--- src/rtl/cpc_cen_sequencer.sv ---
`default_nettype none
// ============================================================================
//  Module      : cpc_cen_sequencer
//  Description : Clock-enable sequencer for GA40010/UM6845R models. From one
//                fast clk it produces the 16 MHz tick (cen_16), a 16-tick phase
//                index, PHI (CPU) and CCLK (CRTC) edge enables. Supports a
//                runtime divisor, CPU turbo (8 MHz PHI) and glitch-free pause.
//                Optional macro CEN_SEQ_SYNC_EN adds the sync_in realign strobe.
//  Revision    : 1.0 - initial release
// ============================================================================
module cpc_cen_sequencer #(
  parameter int DIV_W     = 4,
  parameter int DIV_RESET = 4
) (
  input  logic             clk,
  input  logic             RESET_N,
  input  logic [DIV_W-1:0] div_sel,
  input  logic             turbo,
  input  logic             pause,
`ifdef CEN_SEQ_SYNC_EN
  input  logic             sync_in,
`endif
  output logic             cen_16,
  output logic [3:0]       tick,
  output logic             phi_en_p,
  output logic             phi_en_n,
  output logic             phi_n,
  output logic             cclk_en_p,
  output logic             cclk_en_n,
  output logic             cclk,
  output logic             running
);

  localparam logic [DIV_W-1:0] C_DIV_RESET = DIV_W'(DIV_RESET);
  localparam logic [DIV_W-1:0] C_DIV_MIN   = DIV_W'(2);

  logic [DIV_W-1:0] div_cnt_q, div_cnt_d;
  logic [DIV_W-1:0] div_q,     div_d;
  logic [3:0]       tick_q,    tick_d;
  logic             turbo_q,   turbo_d;
  logic             cen_q,     cen_d;
  logic             phi_p_q,   phi_p_d;
  logic             phi_nn_q,  phi_nn_d;
  logic             phi_n_q,   phi_n_d;
  logic             cclk_p_q,  cclk_p_d;
  logic             cclk_n_q,  cclk_n_d;
  logic             cclk_q,    cclk_d;
  logic             run_q,     run_d;

  logic [DIV_W-1:0] div_clamp;
  logic [DIV_W-1:0] div_last;
  logic [3:0]       tick_inc;

  // Divisor request clamp (0/1 are meaningless), wrap point and next index.
  assign div_clamp = (div_sel < C_DIV_MIN) ? C_DIV_MIN : div_sel;
  assign div_last  = div_q - DIV_W'(1);
  assign tick_inc  = tick_q + 4'd1;

  // Next-state: tick issue at divider wrap, pause hold, optional realign.
  always_comb begin
    div_cnt_d = div_cnt_q;
    div_d     = div_q;
    tick_d    = tick_q;
    turbo_d   = turbo_q;
    cen_d     = 1'b0;
    phi_p_d   = 1'b0;
    phi_nn_d  = 1'b0;
    phi_n_d   = phi_n_q;
    cclk_p_d  = 1'b0;
    cclk_n_d  = 1'b0;
    cclk_d    = cclk_q;
    run_d     = run_q;

    if (div_cnt_q == '0) begin
      if (pause) begin
        // Frozen at a tick boundary: counter parks at 0, levels hold.
        run_d = 1'b0;
      end else begin
        run_d     = 1'b1;
        cen_d     = 1'b1;
        tick_d    = tick_inc;
        // div_q is always >= 2, so the counter leaves 0 after a tick.
        div_cnt_d = DIV_W'(1);
        if (turbo_q) begin
          phi_p_d  = ~tick_inc[0];
          phi_nn_d = tick_inc[0];
        end else begin
          phi_p_d  = (tick_inc[1:0] == 2'd0);
          phi_nn_d = (tick_inc[1:0] == 2'd2);
        end
        if (phi_p_d)  phi_n_d = 1'b0;
        if (phi_nn_d) phi_n_d = 1'b1;
        cclk_p_d = (tick_inc == 4'd0);
        cclk_n_d = (tick_inc == 4'd8);
        if (cclk_p_d) cclk_d = 1'b1;
        if (cclk_n_d) cclk_d = 1'b0;
        // Reconfiguration only at the frame's last tick so a frame is never
        // stretched or shortened mid-way.
        if (tick_inc == 4'd15) begin
          div_d   = div_clamp;
          turbo_d = turbo;
        end
      end
    end else begin
      div_cnt_d = (div_cnt_q >= div_last) ? '0 : div_cnt_q + DIV_W'(1);
    end

`ifdef CEN_SEQ_SYNC_EN
    if (sync_in) begin
      div_cnt_d = '0;
      tick_d    = 4'd15;
      div_d     = div_q;
      turbo_d   = turbo_q;
      cen_d     = 1'b0;
      phi_p_d   = 1'b0;
      phi_nn_d  = 1'b0;
      phi_n_d   = 1'b1;
      cclk_p_d  = 1'b0;
      cclk_n_d  = 1'b0;
      cclk_d    = 1'b0;
      run_d     = run_q;
    end
`endif
  end

  // State register with synchronous active-low reset.
  always_ff @(posedge clk) begin
    if (!RESET_N) begin
      div_cnt_q <= '0;
      div_q     <= C_DIV_RESET;
      tick_q    <= 4'd15;
      turbo_q   <= 1'b0;
      cen_q     <= 1'b0;
      phi_p_q   <= 1'b0;
      phi_nn_q  <= 1'b0;
      phi_n_q   <= 1'b1;
      cclk_p_q  <= 1'b0;
      cclk_n_q  <= 1'b0;
      cclk_q    <= 1'b0;
      run_q     <= 1'b1;
    end else begin
      div_cnt_q <= div_cnt_d;
      div_q     <= div_d;
      tick_q    <= tick_d;
      turbo_q   <= turbo_d;
      cen_q     <= cen_d;
      phi_p_q   <= phi_p_d;
      phi_nn_q  <= phi_nn_d;
      phi_n_q   <= phi_n_d;
      cclk_p_q  <= cclk_p_d;
      cclk_n_q  <= cclk_n_d;
      cclk_q    <= cclk_d;
      run_q     <= run_d;
    end
  end

  assign cen_16    = cen_q;
  assign tick      = tick_q;
  assign phi_en_p  = phi_p_q;
  assign phi_en_n  = phi_nn_q;
  assign phi_n     = phi_n_q;
  assign cclk_en_p = cclk_p_q;
  assign cclk_en_n = cclk_n_q;
  assign cclk      = cclk_q;
  assign running   = run_q;

endmodule
`default_nettype wire

--- config.mk ---
export PLATFORM = sky130hd
export DESIGN_NAME = cpc_cen_sequencer
export DESIGN_NICKNAME = d
export VERILOG_FILES = /design/src/rtl/cpc_cen_sequencer.sv
export SDC_FILE = /design/constraint.sdc
export NUM_CORES = 1
export LEC_CHECK = 0
export CAP_MARGIN = 15
export CORE_AREA = 2 2 65 52
export CTS_BUF_LIST = sky130_fd_sc_hd__clkbuf_2 sky130_fd_sc_hd__clkbuf_4 sky130_fd_sc_hd__clkbuf_8
export CTS_CLUSTER_SIZE = 14
export DETAILED_ROUTE_END_ITERATION = 7
export DIE_AREA = 0 0 67 54
export PLACE_DENSITY = 0.68
export SLEW_MARGIN = 30
export SYNTH_ARGS = -nofsm -noshare
export SYNTH_HDL_FRONTEND = slang
export SYNTH_SLANG_ARGS = --single-unit
--- constraint.sdc ---
create_clock -name clk -period 2.2 [get_ports clk]
set_input_delay 0.66 -clock clk [delete_from_list [all_inputs] [get_ports clk]]
set_output_delay 0.66 -clock clk [all_outputs]
set_load 0.005 [all_outputs]
## After elaboration in Yosys (flattened, before gate mapping)

Index checks and enable logic that the tools add are counted.

- Add/subtract/negate cells: 3
- Magnitude comparators: 2
- Equality and inequality tests: 4
- Muxes and demuxes: 15
- Bitwise gates (word level): 4
- Reduce and logical (&&, ||, !) cells: 11

Operators with widths:

| operator | count |
|---|---|
| two-way mux 4 bit | 4 |
| two-way mux 1 bit | 11 |
| AND reduction 3 bit | 3 |
| adder 4 x 1 -> 4 bit, second input constant | 2 |
| == test 4 bit, second input constant | 2 |
| logical NOT 4 bit | 2 |
| >= comparator 4 bit | 1 |
| < comparator 4 x 2 -> 1 bit, second input constant | 1 |
| NOT 1 bit | 4 |
| AND reduction 2 bit | 2 |
| nonzero test 2 bit | 2 |
| subtractor 4 x 1 -> 4 bit, second input constant | 1 |
| OR reduction 3 bit | 1 |
| == test 2 bit, second input constant | 1 |
| logical NOT 2 bit | 1 |
| inequality test 2 bit, second input constant | 1 |

- Register bits: 21
- Input bits: 8
- Output and inout port bits: 12
- Word-level logic and storage cells: 51

## Longest topological paths before layout

Gate-level depths: netlist of the first run.

- Depth in word-level cells: 7
- Mapped depth: 8
- Depth with buffers taken out: 8

## Least setup slack after synthesis of the first run

Ideal clock, no wire load.

- Path type: register to register
- Start point: register div_q[1]
- End point: register div_cnt_q[1]
- Setup time: 76 ps
- Data arrival time: 1741 ps
- Required time: 2124 ps
- Slack: 384 ps
- Stages on the path, launching flop included: 8
- Buffers on the path: 0
- Clock period less this slack: 1816 ps
- Cells stage by stage: dfxtp_1 > nor3_1 > xnor2_1 > ha_1 > a21oi_1 > o21ai_0 > or3b_2 > a21boi_0

- Word-level cells in the longest chain between the ends: 4

RTL lines:

| what | RTL line | RTL |
|---|---|---|
| start, declared | 38 | `logic [DIV_W-1:0] div_q, div_d;` |
| start signal, assigned | 143 | `div_q <= div_d;` |
| subtractor 4 x 1 -> 4 bit | 56 | `assign div_last = div_q - DIV_W'(1);` |
| >= comparator 4 bit | 105 | `div_cnt_d = (div_cnt_q >= div_last) ? '0 : div_cnt_q + DIV_W'(1);` |
| two-way mux 4 bit | 105 |  |
| two-way mux 4 bit | 74 | `if (div_cnt_q == '0) begin` |
| end signal, assigned | 142 | `div_cnt_q <= div_cnt_d;` |
| end, declared | 37 | `logic [DIV_W-1:0] div_cnt_q, div_cnt_d;` |

No other way between the ends.
A chain may end at the register's enable or synchronous reset.

## Final worst setup path of the first run

- Start point: register div_q[0]
- End point: register div_cnt_q[1]

Same word-level chain as after synthesis.

==> flow_summary.yaml, run 1 <==
run:
  max_cap_viol_count: 0
logic_synthesis:
  synthFlopType: "dfxtp_1"
  syn_nets: 131
  syn_area_sq_um: 1049
  synth-edff-count: 0
  synth_async_sr_flop_share_pct: 0
  synthCells: 113
  synth_seq_cells: 21
  yosys.area.top_type_share_pct: 40.10
  synth_seq_area_share_pct: 40.10
  yosys.area.top_type: "dfxtp_1"
  ys_types: 32
  netlist_top_cells_area: "dfxtp_1 (40%), ha_1 (12%), nand2_1 (4.3%)"
  yosys_warnings: 0
  synth.avg_cell_area_sq_um: 9.279
die:
  core_sq_um: 3063
  start_util_pct: 34.23
  num_rows: 18
  io_pins: 20
  fp.dieH_um: 54
  dieArea_sq_um: 3618
  die_w_um: 67
sta:
  worst_pin_slew_ns: 0.5964
  slew_headroom_pct: 60.11
  finalSetupViolCount: 0
  fin_crit_ns: 2.006
  post-route-period-util_pct: 91.17
  fin_tns_setup_ns: 0
  whs_ns: 0.4920
  clock.fmax_mhz: 498.6
  rsz0062_at_grt: "no"
  clock_skew_ns: 0.002703
  drv_slew: 0
  setup_slack_ns: 0.1943
  final_hold_viol_count: 0
worst_setup_path:
  crit_path_start: "div_q[0]"
  critical-path-max-stage-delay_ns: 0.46
  cp-start-kind: "flip-flop"
  cp_num_buf_inv: 1
  r2r_start: "div_q[0]"
  crit_type: "reg2reg"
  crit_slowest_cell: "or3b_2"
  cp_max_fo: 4
  arrival_ns: 2.19
  crit_required_ns: 2.39
  cp_top_family: "adder cells"
  end_kind: "flip-flop"
  crit_top_cell: "ha_1"
  crit_chain: "inv_1 > ha_1 > ha_1 > a21oi_1 > o21ai_1 > or3b_2 > a21boi_0"
status:
  status: "finished clean"
power:
  power.density_nw_per_um2: 920.9
  power.leakage_nw: 0.5425
  ir_drop_uv: 425.5
clocking:
  path_clk_slew_ns: 0.08
  post_cts_buffers: 0
  numCtsBuffers: 3
  clock_latency_ns: 0.26
  cts_hold_buf: 0
  cts.sinks: 21
  cts_resized: 0
  clock_path_buffers: 2
  htree_levels: 1
  cts-root-buf: "clkbuf_8"
  cts_tree: "done"
placed_design:
  place_ws_ns: 0.08636
  portBuffers: 19
  placedCellCount: 173
  hpwl_mm: 1.610
  routabilityCongestion: 0.8365
layout:
  final_common_cell: "dfxtp_1"
  final_core_util_pct: 44.20
  fin_nets: 156
  fillerInstances: 306
  mostFrequentLayoutCells: "dfxtp_1 (21), clkdlybuf4s50_1 (19), nand2_1 (12), ha_1 (10), inv_1 (9)"
  area_growth_syn_to_layout_pct: 29.12
  antenna_cells: 0
  final_cells: 177
  drive_gt1_share_pct: 10.95
routing:
  first_pass_iters: 4
  vias_per_cell: 4.808
  drt_iter0_drc: 28
  via_count: 851
  drc: 0
  postRouteAntennaNets: 0
  drt_wl_total_mm: 2.166
  wl_per_cell_um: 12.24
global_route:
  overflow: 0
  grt.total_usage_pct: 13.58
  grt_max_degree: 13
  grt_pass1_wl_mm: 3.588
  grt_pass1_vias: 814
  antenna_found_initial: 0
min_path:
  min_from: "running"
  hp-class: "reg2reg"
## Yosys cell counts (2+ instances only)
library cell  number
inv_1              9
nand3_1            6
nand2b_1           3
o211ai_1           2
dfxtp_1           21
nand2_1           12
xnor2_1            4
mux2i_1            2
ha_1              10
a21oi_1            5
nand4_1            2
xor2_1             4
nor2_1             4
nor3_1             4
o21ai_0            8
## path summary, 6_finish.rpt
check                 endpoint  slack, ns  cells after the start
setup / recovery  div_cnt_q[1]       0.19                      7
setup reg to reg  div_cnt_q[1]       0.19                      7
hold reg to reg        running       0.49                      2
hold / removal         running       0.49                      2
## area by class of cell
class,count,area (sq um),share of cell area (%)
Clock buffer,3,41.29,3.050
Clock inverter,1,5.005,0.3697
Inverter,9,33.78,2.495
Multi-Input combinational cell,81,590.6,43.62
Sequential cell,21,420.4,31.05
Tap cell,40,50.05,3.697
Timing Repair Buffer,22,212.7,15.71
## through the flow
step | cell area, sq um | total power, W
6_report | 1354 | 0.001247
5_1_grt | 1354 | 0.001332
4_1_cts | 1349 | 0.001257
3_5_place_dp | 1303 | 0.0009968
3_3_place_gp | 1303 | 0.0009810
2_1_floorplan | 1049 | 0.0008038
## sequential cells by signal (all words and copies together), names as in the netlist
register / count
phi_en_n: 1
cen_16: 1
phi_n: 1
tick: 4
div_q: 4
div_cnt_q: 4
cclk_en_p: 1
cclk_en_n: 1
turbo_q: 1
running: 1
cclk: 1
phi_en_p: 1
## kinds of logic after synthesis
kind of cell	synth area share, %
compound gates	9.546
xor+xnor	6.682
fa+ha+maj	11.93
buf+inv	4.056
flops	40.10
mux	1.909
simple gates	25.78
## routing by layer
layer  track usage (%)  routed length (um)  up-vias
li1                  -                   -      430
met1             17.21                1056      397
met2             21.62                 965       19
met3             3.138                  94        5
met4             7.143                  50        0
met5                 0                   0        -
## worst min-delay path, delay by kind of cell, from the launching register on
family,cells,cell delay (ns)
DFF,1,0.34
and+or+nand+nor,2,0.13
## power breakdown
part           internal (W)  leakage [nW]  switching, W
Clock              0.000126        0.0255      0.000129
Sequential         0.000443         0.172     0.0000643
Combinational      0.000250         0.345      0.000234
Total              0.000820         0.543      0.000427
(Power assumes the default switching activity.)
==> run 2: changes to the inputs <==
--- a/config.mk
+++ b/config.mk
@@ -11,6 +11,7 @@
 export CTS_CLUSTER_SIZE = 14
 export DETAILED_ROUTE_END_ITERATION = 7
 export DIE_AREA = 0 0 67 54
+export GPL_ROUTABILITY_DRIVEN = 0
 export PLACE_DENSITY = 0.68
 export SLEW_MARGIN = 30
 export SYNTH_ARGS = -nofsm -noshare
==> results of run 2 <==
The final DEF is identical to that of run 1; final timing and power are the same.
